--- src/rtl/if_id_buffer.sv ---
// IF/ID decoupling stage: 2-entry skid buffer between fetch and decode with PC+8 link value.
// Optional fetch address check (AdEL) enabled by defining IF_EXC_EN.
module if_id_buffer #(
    parameter logic [31:0] RESET_PC = 32'h0000_3000,
    parameter logic [31:0] IMEM_LO  = 32'h0000_3000,
    parameter logic [31:0] IMEM_HI  = 32'h0000_6ffc
) (
    input  logic        clk,
    input  logic        reset,
    input  logic        in_valid,
    output logic        in_ready,
    input  logic [31:0] in_pc,
    input  logic [31:0] in_instr,
    output logic        out_valid,
    input  logic        out_ready,
    output logic [31:0] out_pc,
    output logic [31:0] out_instr,
    output logic [31:0] out_pc8,
    input  logic        flush,
    output logic [4:0]  exc_code
);

    localparam int unsigned W    = 32;
    localparam int unsigned EW   = 5;
    localparam logic [EW-1:0] EXC_ADEL = EW'(4);

    logic         m_valid_q, m_valid_d;
    logic [W-1:0] m_pc_q,    m_pc_d;
    logic [W-1:0] m_instr_q, m_instr_d;
    logic         s_valid_q, s_valid_d;
    logic [W-1:0] s_pc_q,    s_pc_d;
    logic [W-1:0] s_instr_q, s_instr_d;
    logic         in_ready_q, in_ready_d;
    logic         accept_c, consume_c;
    logic [W-1:0] in_instr_c;

`ifdef IF_EXC_EN
    logic [EW-1:0] m_exc_q, m_exc_d;
    logic [EW-1:0] s_exc_q, s_exc_d;
    logic [EW-1:0] in_exc_c;

    // Misaligned or out-of-range fetches become a nop carrying AdEL.
    always_comb begin
        in_exc_c   = '0;
        in_instr_c = in_instr;
        if ((in_pc[1:0] != 2'b00) || (in_pc < IMEM_LO) || (in_pc > IMEM_HI)) begin
            in_exc_c   = EXC_ADEL;
            in_instr_c = '0;
        end
    end

    assign exc_code = m_exc_q;
`else
    logic unused_cfg;
    assign unused_cfg = ^{IMEM_LO, IMEM_HI, EXC_ADEL};
    assign in_instr_c = in_instr;
    assign exc_code   = '0;
`endif

    assign accept_c  = in_valid & in_ready_q;
    assign consume_c = m_valid_q & out_ready;

    // Next-state: flush empties both entries; otherwise skid refills main before new beats.
    always_comb begin
        m_valid_d = m_valid_q;
        m_pc_d    = m_pc_q;
        m_instr_d = m_instr_q;
        s_valid_d = s_valid_q;
        s_pc_d    = s_pc_q;
        s_instr_d = s_instr_q;
`ifdef IF_EXC_EN
        m_exc_d   = m_exc_q;
        s_exc_d   = s_exc_q;
`endif
        if (flush) begin
            m_valid_d = 1'b0;
            m_instr_d = '0;
            s_valid_d = 1'b0;
`ifdef IF_EXC_EN
            m_exc_d   = '0;
`endif
        end else if (!m_valid_q || consume_c) begin
            if (s_valid_q) begin
                m_valid_d = 1'b1;
                m_pc_d    = s_pc_q;
                m_instr_d = s_instr_q;
                s_valid_d = accept_c;
`ifdef IF_EXC_EN
                m_exc_d   = s_exc_q;
`endif
                if (accept_c) begin
                    s_pc_d    = in_pc;
                    s_instr_d = in_instr_c;
`ifdef IF_EXC_EN
                    s_exc_d   = in_exc_c;
`endif
                end
            end else if (accept_c) begin
                m_valid_d = 1'b1;
                m_pc_d    = in_pc;
                m_instr_d = in_instr_c;
`ifdef IF_EXC_EN
                m_exc_d   = in_exc_c;
`endif
            end else begin
                m_valid_d = 1'b0;
                m_instr_d = '0;
`ifdef IF_EXC_EN
                m_exc_d   = '0;
`endif
            end
        end else if (accept_c) begin
            s_valid_d = 1'b1;
            s_pc_d    = in_pc;
            s_instr_d = in_instr_c;
`ifdef IF_EXC_EN
            s_exc_d   = in_exc_c;
`endif
        end
        in_ready_d = !s_valid_d;
    end

    always_ff @(posedge clk) begin
        if (reset) begin
            m_valid_q  <= 1'b0;
            m_pc_q     <= RESET_PC;
            m_instr_q  <= '0;
            s_valid_q  <= 1'b0;
            s_pc_q     <= '0;
            s_instr_q  <= '0;
            in_ready_q <= 1'b1;
`ifdef IF_EXC_EN
            m_exc_q    <= '0;
            s_exc_q    <= '0;
`endif
        end else begin
            m_valid_q  <= m_valid_d;
            m_pc_q     <= m_pc_d;
            m_instr_q  <= m_instr_d;
            s_valid_q  <= s_valid_d;
            s_pc_q     <= s_pc_d;
            s_instr_q  <= s_instr_d;
            in_ready_q <= in_ready_d;
`ifdef IF_EXC_EN
            m_exc_q    <= m_exc_d;
            s_exc_q    <= s_exc_d;
`endif
        end
    end

    assign in_ready  = in_ready_q;
    assign out_valid = m_valid_q;
    assign out_pc    = m_pc_q;
    assign out_instr = m_instr_q;
    assign out_pc8   = m_pc_q + W'(8);

endmodule
--- config.mk ---
export PLATFORM = sky130hd
export DESIGN_NAME = if_id_buffer
export DESIGN_NICKNAME = d
export VERILOG_FILES = /design/src/rtl/if_id_buffer.sv
export SDC_FILE = /design/constraint.sdc
export NUM_CORES = 1
export LEC_CHECK = 0
export CAP_MARGIN = 30
export CELL_PAD_IN_SITES_DETAIL_PLACEMENT = 2
export CELL_PAD_IN_SITES_GLOBAL_PLACEMENT = 2
export CORE_MARGIN = 2
export CORE_UTILIZATION = 25
export CTS_CLUSTER_SIZE = 28
export DETAILED_ROUTE_END_ITERATION = 6
export PLACE_DENSITY = 0.7
export SLEW_MARGIN = 20
export SYNTH_ARGS = -nofsm -noshare
export SYNTH_HDL_FRONTEND = slang
export SYNTH_SLANG_ARGS = --single-unit
--- constraint.sdc ---
create_clock -name clk -period 2.4 [get_ports clk]
set_input_delay 0.72 -clock clk [delete_from_list [all_inputs] [get_ports clk]]
set_output_delay 0.72 -clock clk [all_outputs]
set_load 0.02 [all_outputs]
==> results of run 1 <==
metal layers:
| layer | up-vias | wire length [um] |
|---|---|---|
| met2 | 135 | 10200 |
| met4 | 4 | 231 |
| met1 | 2640 | 9120 |
| met3 | 20 | 1100 |
| li1 | 2559 | - |
| met5 | - | 24 |
path summary, 6_finish.rpt:
path | start | to | slack (ns) | cells past startpoint
setup / recovery | out_pc[3] | out_pc8[29] | -0.50 | 8
hold / removal | s_pc_q[11] | s_pc_q[11] | 0.50 | 2
setup reg to reg | s_valid_q | s_pc_q[17] | 0.56 | 6
hold reg to reg | s_pc_q[11] | s_pc_q[11] | 0.50 | 2
worst reg2reg max path: stages, from the launching register on:
cell      delay (ns)
dfxtp_4         0.59
inv_1           0.18
a211oi_4        0.26
buf_4           0.20
buf_12          0.16
mux2i_1         0.22
nor2_1          0.07
power by group:
| group | leakage (nW) | switching (mW) | internal [mW] |
|---|---|---|---|
| Combinational | 2.16 | 0.455 | 0.428 |
| Sequential | 1.07 | 0.0483 | 2.25 |
| Clock | 0.323 | 0.994 | 1.91 |
layout by cell type (no fill, tap or decap), drive strengths merged, types with 2 or more instances in the layout:
master / n
a211o: 2
a211oi: 31
a21oi: 2
a221oi: 32
and2: 2
and4: 3
buf: 103
bufinv: 5
clkbuf: 23
clkdlybuf4s50: 138
clkinv: 7
conb: 5
dfxtp: 131
inv: 8
mux2i: 96
nand2: 12
nand3: 9
nand4: 3
nor2: 137
nor3: 8
nor4: 9
o21ai: 32
or3: 3
xnor2: 8
xor2: 19
area by class of cell:
cell class                      count  share of cell area [%]
Clock inverter                     12                    2.20
Clock buffer                       20                    4.95
Multi-Input combinational cell    418                    34.6
Sequential cell                   131                    28.6
Tap cell                          285                    3.85
Timing Repair Buffer              245                    25.5
Inverter                            8                   0.324
kinds of logic (layout without fill, tap and decap cells):
| group | after synthesis | count (layout) | synth area share, % |
|---|---|---|---|
| simple gates | 188 | 188 | 15.5 |
| flops | 131 | 131 | 45.3 |
| compound gates | 101 | 101 | 12.4 |
| mux | 96 | 96 | 16.6 |
| buf+inv | 63 | 285 | 5.79 |
| xor+xnor | 27 | 27 | 4.09 |
| fa+ha+maj | 1 | 1 | 0.216 |
| other cells | 1 | 5 | 0.0648 |
flip-flops by register name, indices dropped and copies added, names as in the netlist:
register	cells
out_pc	32
out_instr	32
in_ready	1
s_pc_q	32
s_instr_q	32
s_valid_q	1
out_valid	1
timing repair:
item	in CTS	in global routing
hold buffers	0	0
endpoints found under the setup margin	27	26
gates resized for setup	164	37
buffers inserted	8	5
gates cloned	1	0
pin swaps	17	14
==> flow_metrics.tcl, run 1 <==
set metrics [dict create \
    fmax_ghz 0.345 \
    antenna_found_initial 2 \
    crit_path_end_kind "primary output" \
    synth_common_cells "137 x nor2_1, 131 x dfxtp_1, 96 x mux2i_1" \
    io_buffer_count 166 \
    fin_crit_ns 2.90 \
    hpwl_mm 14.7 \
    period_share_pct 121 \
    routedWlPerCell_um 18.5 \
    worstMarginPinSlew_ns 0.713 \
    layout.nets 891 \
    slew_viol_final 0 \
    clk_pin_slew_ns 0.06 \
    place_inst 1076 \
    core_mm2 0.0227 \
    syn_area_per_cell_um2 9.52 \
    cpMostUsedCell "buf_6" \
    place_congestion 0.707 \
    hp-class "register to register" \
    leakagePower_nw 3.56 \
    path_buf_inv 3 \
    finalPower_mw 6.08 \
    diodes 0 \
    rsz0062_at_grt "true" \
    slowest_stage "or3_4" \
    drive_gt1_share_pct 24.0 \
    synth_edf_count 0 \
    ioPinCount 172 \
    die_w_um 156 \
    synth_area_mm2 0.00579 \
    rows 55 \
    grt-busiest-layer "met2" \
    yosysWarnings 0 \
    ys_ff_latch 131 \
    multiInputGateArea_mm2 0.00320 \
    drtIter0Drc 137 \
    cp_top_family "simple AND/OR/NAND/NOR gates" \
    synth_area_leaders "dfxtp_1 45%, mux2i_1 17%, nor2_1 8.9%" \
    worst_slack_ns -0.500 \
    cp_cell_sequence "ha_4, nand2_4, or3_4, buf_6, buf_6, nor4_4, xor2_2, buf_6" \
    fin_hold_ws_ns 0.497 \
    grt_use_met2_pct 29.8 \
    totalWireLength_mm 20.7 \
    yosysTopAreaCellShare_pct 45.3 \
    maxSlewHeadroom_pct 52.5 \
    grt_pass1_wl_mm 32.8 \
    required_ns 1.68 \
    power.density_mw_per_mm2 657 \
    ff_latch_area_mm2 0.00265 \
    grt_remaining_overflow 0 \
    cp-start-kind "register" \
    grt_pass1_vias 5992 \
    pre_cts_ws_ns -0.499 \
    insertion_delay_ns 0.41 \
    stdcell_area_mm2 0.00926 \
    vias 5358 \
    nFillCells 2404 \
    finalCoreUtilization_pct 40.8 \
    postRouteAntennaNets 0 \
    cts_tree "yes" \
    arrival_ns 2.18 \
    via_per_inst 4.79 \
    use_met3_pct 4.92 \
    root_buffer "clkbuf_16" \
    start_util_pct 25.5 \
    die_h_um 156 \
    cpPeakStageDelay_ns 0.43 \
    crit_fanout 6 \
    cts.sinks 131 \
    drv_cap 0 \
    netlist_instances 608 \
    layout.cells.non_filler 1119 \
    outcome "finished with violations" \
    crit_type "register to primary output" \
    drc 0 \
    dieArea_mm2 0.0244 \
    async_reset_ff_share_pct 0 \
    clock_path_buffers 2 \
    synth.most_common_cell "nor2_1" \
    vdd_ir_drop_max_mv 0.469 \
    yosys.area.top_type "dfxtp_1" \
    ys_seq_area_share_pct 45.3 \
    setup_viol 21 \
    placed_area_mm2 0.00824 \
    synthFlopType "dfxtp_1" \
    finClkSkew_ns 0.00875 \
    violations "negative setup slack" \
    grt_use_met1_pct 20.5 \
    htree_levels 4 \
    first_pass_iters 4 \
    grt_max_degree 69 \
    gr-usage-all-layers_pct 17.1 \
    hold_viol 0 \
    syn_to_final_growth_pct 60.0 \
    yosysUniqueCellTypes 35 \
    setup_tns_ns -7.54 \
    numCtsBuffers 17 \
]
Note: power is estimated with default switching activity, not from simulation.
==> run 2, diff against run 1 <==
--- a/config.mk
+++ b/config.mk
@@ -12,6 +12,7 @@
 export CORE_UTILIZATION = 25
 export CTS_CLUSTER_SIZE = 28
 export DETAILED_ROUTE_END_ITERATION = 6
+export GPL_ROUTABILITY_DRIVEN = 0
 export PLACE_DENSITY = 0.7
 export SLEW_MARGIN = 20
 export SYNTH_ARGS = -nofsm -noshare
==> results of run 2 <==
No change in the layout: final DEF, timing and power equal those of run 1.
==> run 3, diff against run 2 <==
--- a/config.mk
+++ b/config.mk
@@ -14,6 +14,7 @@
 export DETAILED_ROUTE_END_ITERATION = 6
 export GPL_ROUTABILITY_DRIVEN = 0
 export PLACE_DENSITY = 0.7
+export SETUP_SLACK_MARGIN = 0.05
 export SLEW_MARGIN = 20
 export SYNTH_ARGS = -nofsm -noshare
 export SYNTH_HDL_FRONTEND = slang
==> flow_metrics.tcl, run 3 (same netlist as run 1, synthesis figures left out) <==
set metrics [dict create \
    outcome "finished with violations" \
    violations "negative setup slack" \
    route.met3.wl_um 872 \
    switching_share_pct 26.4 \
    grt_pass1_vias 6067 \
    cts.sinks 131 \
    dieArea_mm2 0.0244 \
    numCtsBuffers 17 \
    leakagePower_nw 3.39 \
    gr-usage-all-layers_pct 17.1 \
    wl_met2_mm 10.5 \
    reg2reg_depth 6 \
    root_buffer "clkbuf_16" \
    syn_to_final_growth_pct 55.8 \
    vdd_ir_drop_max_mv 0.468 \
    totalWireLength_mm 20.5 \
    crit_start "out_pc[4]" \
    postRouteAntennaNets 0 \
    slew_viol_final 0 \
    arrival_ns 2.09 \
    maxSlewHeadroom_pct 63.5 \
    clock_path_buffers 2 \
    die_w_um 156 \
    die_h_um 156 \
    routedWlPerCell_um 18.5 \
    cp_top_family "simple AND/OR/NAND/NOR gates" \
    cpMostUsedCell "buf_6" \
    hpwl_mm 14.6 \
    clk_pin_slew_ns 0.06 \
    core_mm2 0.0227 \
    htree_levels 4 \
    switchingPower_mw 1.47 \
    grt_pass1_wl_mm 32.7 \
    crit_type "register to primary output" \
    cts_tree "yes" \
    cpPeakStageDelay_ns 0.44 \
    r2r_slack_ns 0.54 \
    ff_latch_area_mm2 0.00266 \
    insertion_delay_ns 0.41 \
    r2r_start "s_valid_q" \
    nFillCells 2421 \
    reg2reg_to "s_pc_q[23]" \
    power.density_mw_per_mm2 616 \
    rows 55 \
    finalPower_mw 5.55 \
    rsz0062_at_grt "true" \
    top_layer "met4" \
    pwr-share-clk_pct 43.0 \
    crit_fanout 8 \
    first_pass_iters 4 \
    path_buf_inv 2 \
    io_buffer_count 166 \
    start_util_pct 25.5 \
    required_ns 1.68 \
    drc 0 \
    setup_tns_ns -6.96 \
    layout.nets 880 \
    grt_max_degree 63 \
    antenna_found_initial 0 \
    grt_remaining_overflow 0 \
    drv_cap 0 \
    cp-start-kind "register" \
    fin_crit_ns 2.81 \
    pwr-share-comb_pct 15.7 \
    hold_viol 0 \
    worstMarginPinSlew_ns 0.547 \
    ioPinCount 172 \
    slowest_stage "or3_4" \
    vias 5260 \
    fmax_ghz 0.356 \
    drtIter0Drc 145 \
    via_per_inst 4.74 \
    layout_commonest_cell "clkdlybuf4s50_1" \
    layout_common_cells "137 x clkdlybuf4s50_1, 128 x nor2_1, 115 x dfxtp_1" \
    period_share_pct 117 \
    cp_cell_sequence "ha_4, nand2_2, or3_4, buf_6, nor4_4, xor2_2, buf_6" \
    path_depth 7 \
    crit_path_end_kind "primary output" \
    finClkSkew_ns 0.00868 \
    wl_met1_mm 8.91 \
    finalCoreUtilization_pct 39.7 \
    pwr-share-seq_pct 41.3 \
    p_int_mw 4.09 \
    hp-class "register to register" \
    multiInputGateArea_mm2 0.00317 \
    holdBufCountCts 0 \
    worst_slack_ns -0.406 \
    setup_viol 21 \
    drive_gt1_share_pct 23.6 \
    critical_path.endpoint "out_pc8[29]" \
]
[run 3: worst min-delay path by stage]
stage	slack, ns	depth (start not counted)	end	from
after floorplan	0.46	2	s_pc_q[0]	s_pc_q[0]
after global placement	0.47	2	s_instr_q[31]	s_instr_q[31]
after detailed placement	0.49	2	s_pc_q[30]	s_pc_q[30]
after CTS	0.50	2	s_pc_q[30]	s_pc_q[30]
after global routing	0.53	2	s_pc_q[13]	s_pc_q[13]
final	0.49	2	s_pc_q[30]	s_pc_q[30]
[run 3: repair_timing]
item,4_1_cts,5_1_grt
pin swaps,12,15
setup buffers,6,4
setup endpoints to repair,28,27
resized for setup,167,20
endpoints found under the hold margin,0,0
[run 3: final cells by class]
cell class / count / share of cell area (%)
well taps: 285 / 3.95
diodes: 1 / 0.0278
inverters: 8 / 0.333
flip-flops and latches: 131 / 29.4
clock inverters: 9 / 0.624
repair buffers: 234 / 25.1
multi-input cells: 418 / 35.1
clock buffers: 23 / 5.41
[run 3: through the flow]
stage	instances	hold WS, ns	cell area, um^2	setup slack, ns
final	1109	0.493	9020	-0.406
after floorplan	612	0.460	6000	0.00794
after CTS	1105	0.500	8930	-0.454
after global placement	1067	0.473	8280	-0.408
after detailed placement	1067	0.487	8280	-0.494
after global routing	1108	0.531	9010	-0.533
[run 3: tightest hold or removal path, delay by kind of cell, from the launching register on]
family	cells	cell delay [ns]
AND/OR/NAND/NOR	1	0.07
multiplexers	1	0.06
flip-flops	1	0.32
[run 3: routing by layer]
metal	GRT usage [%]	up-vias
li1	-	2533
met1	20.3	2584
met2	31.1	127
met3	3.53	16
met4	4.59	0
met5	0	-
[run 3: power by group through the flow]
stage	Combinational (mW)	Sequential (mW)	Clock, mW
after floorplan	0.310	2.43	0
after global routing	0.944	2.30	2.57
after detailed placement	0.882	2.34	0
after global placement	0.854	2.33	0
after CTS	0.882	2.29	2.45
final	0.874	2.29	2.39
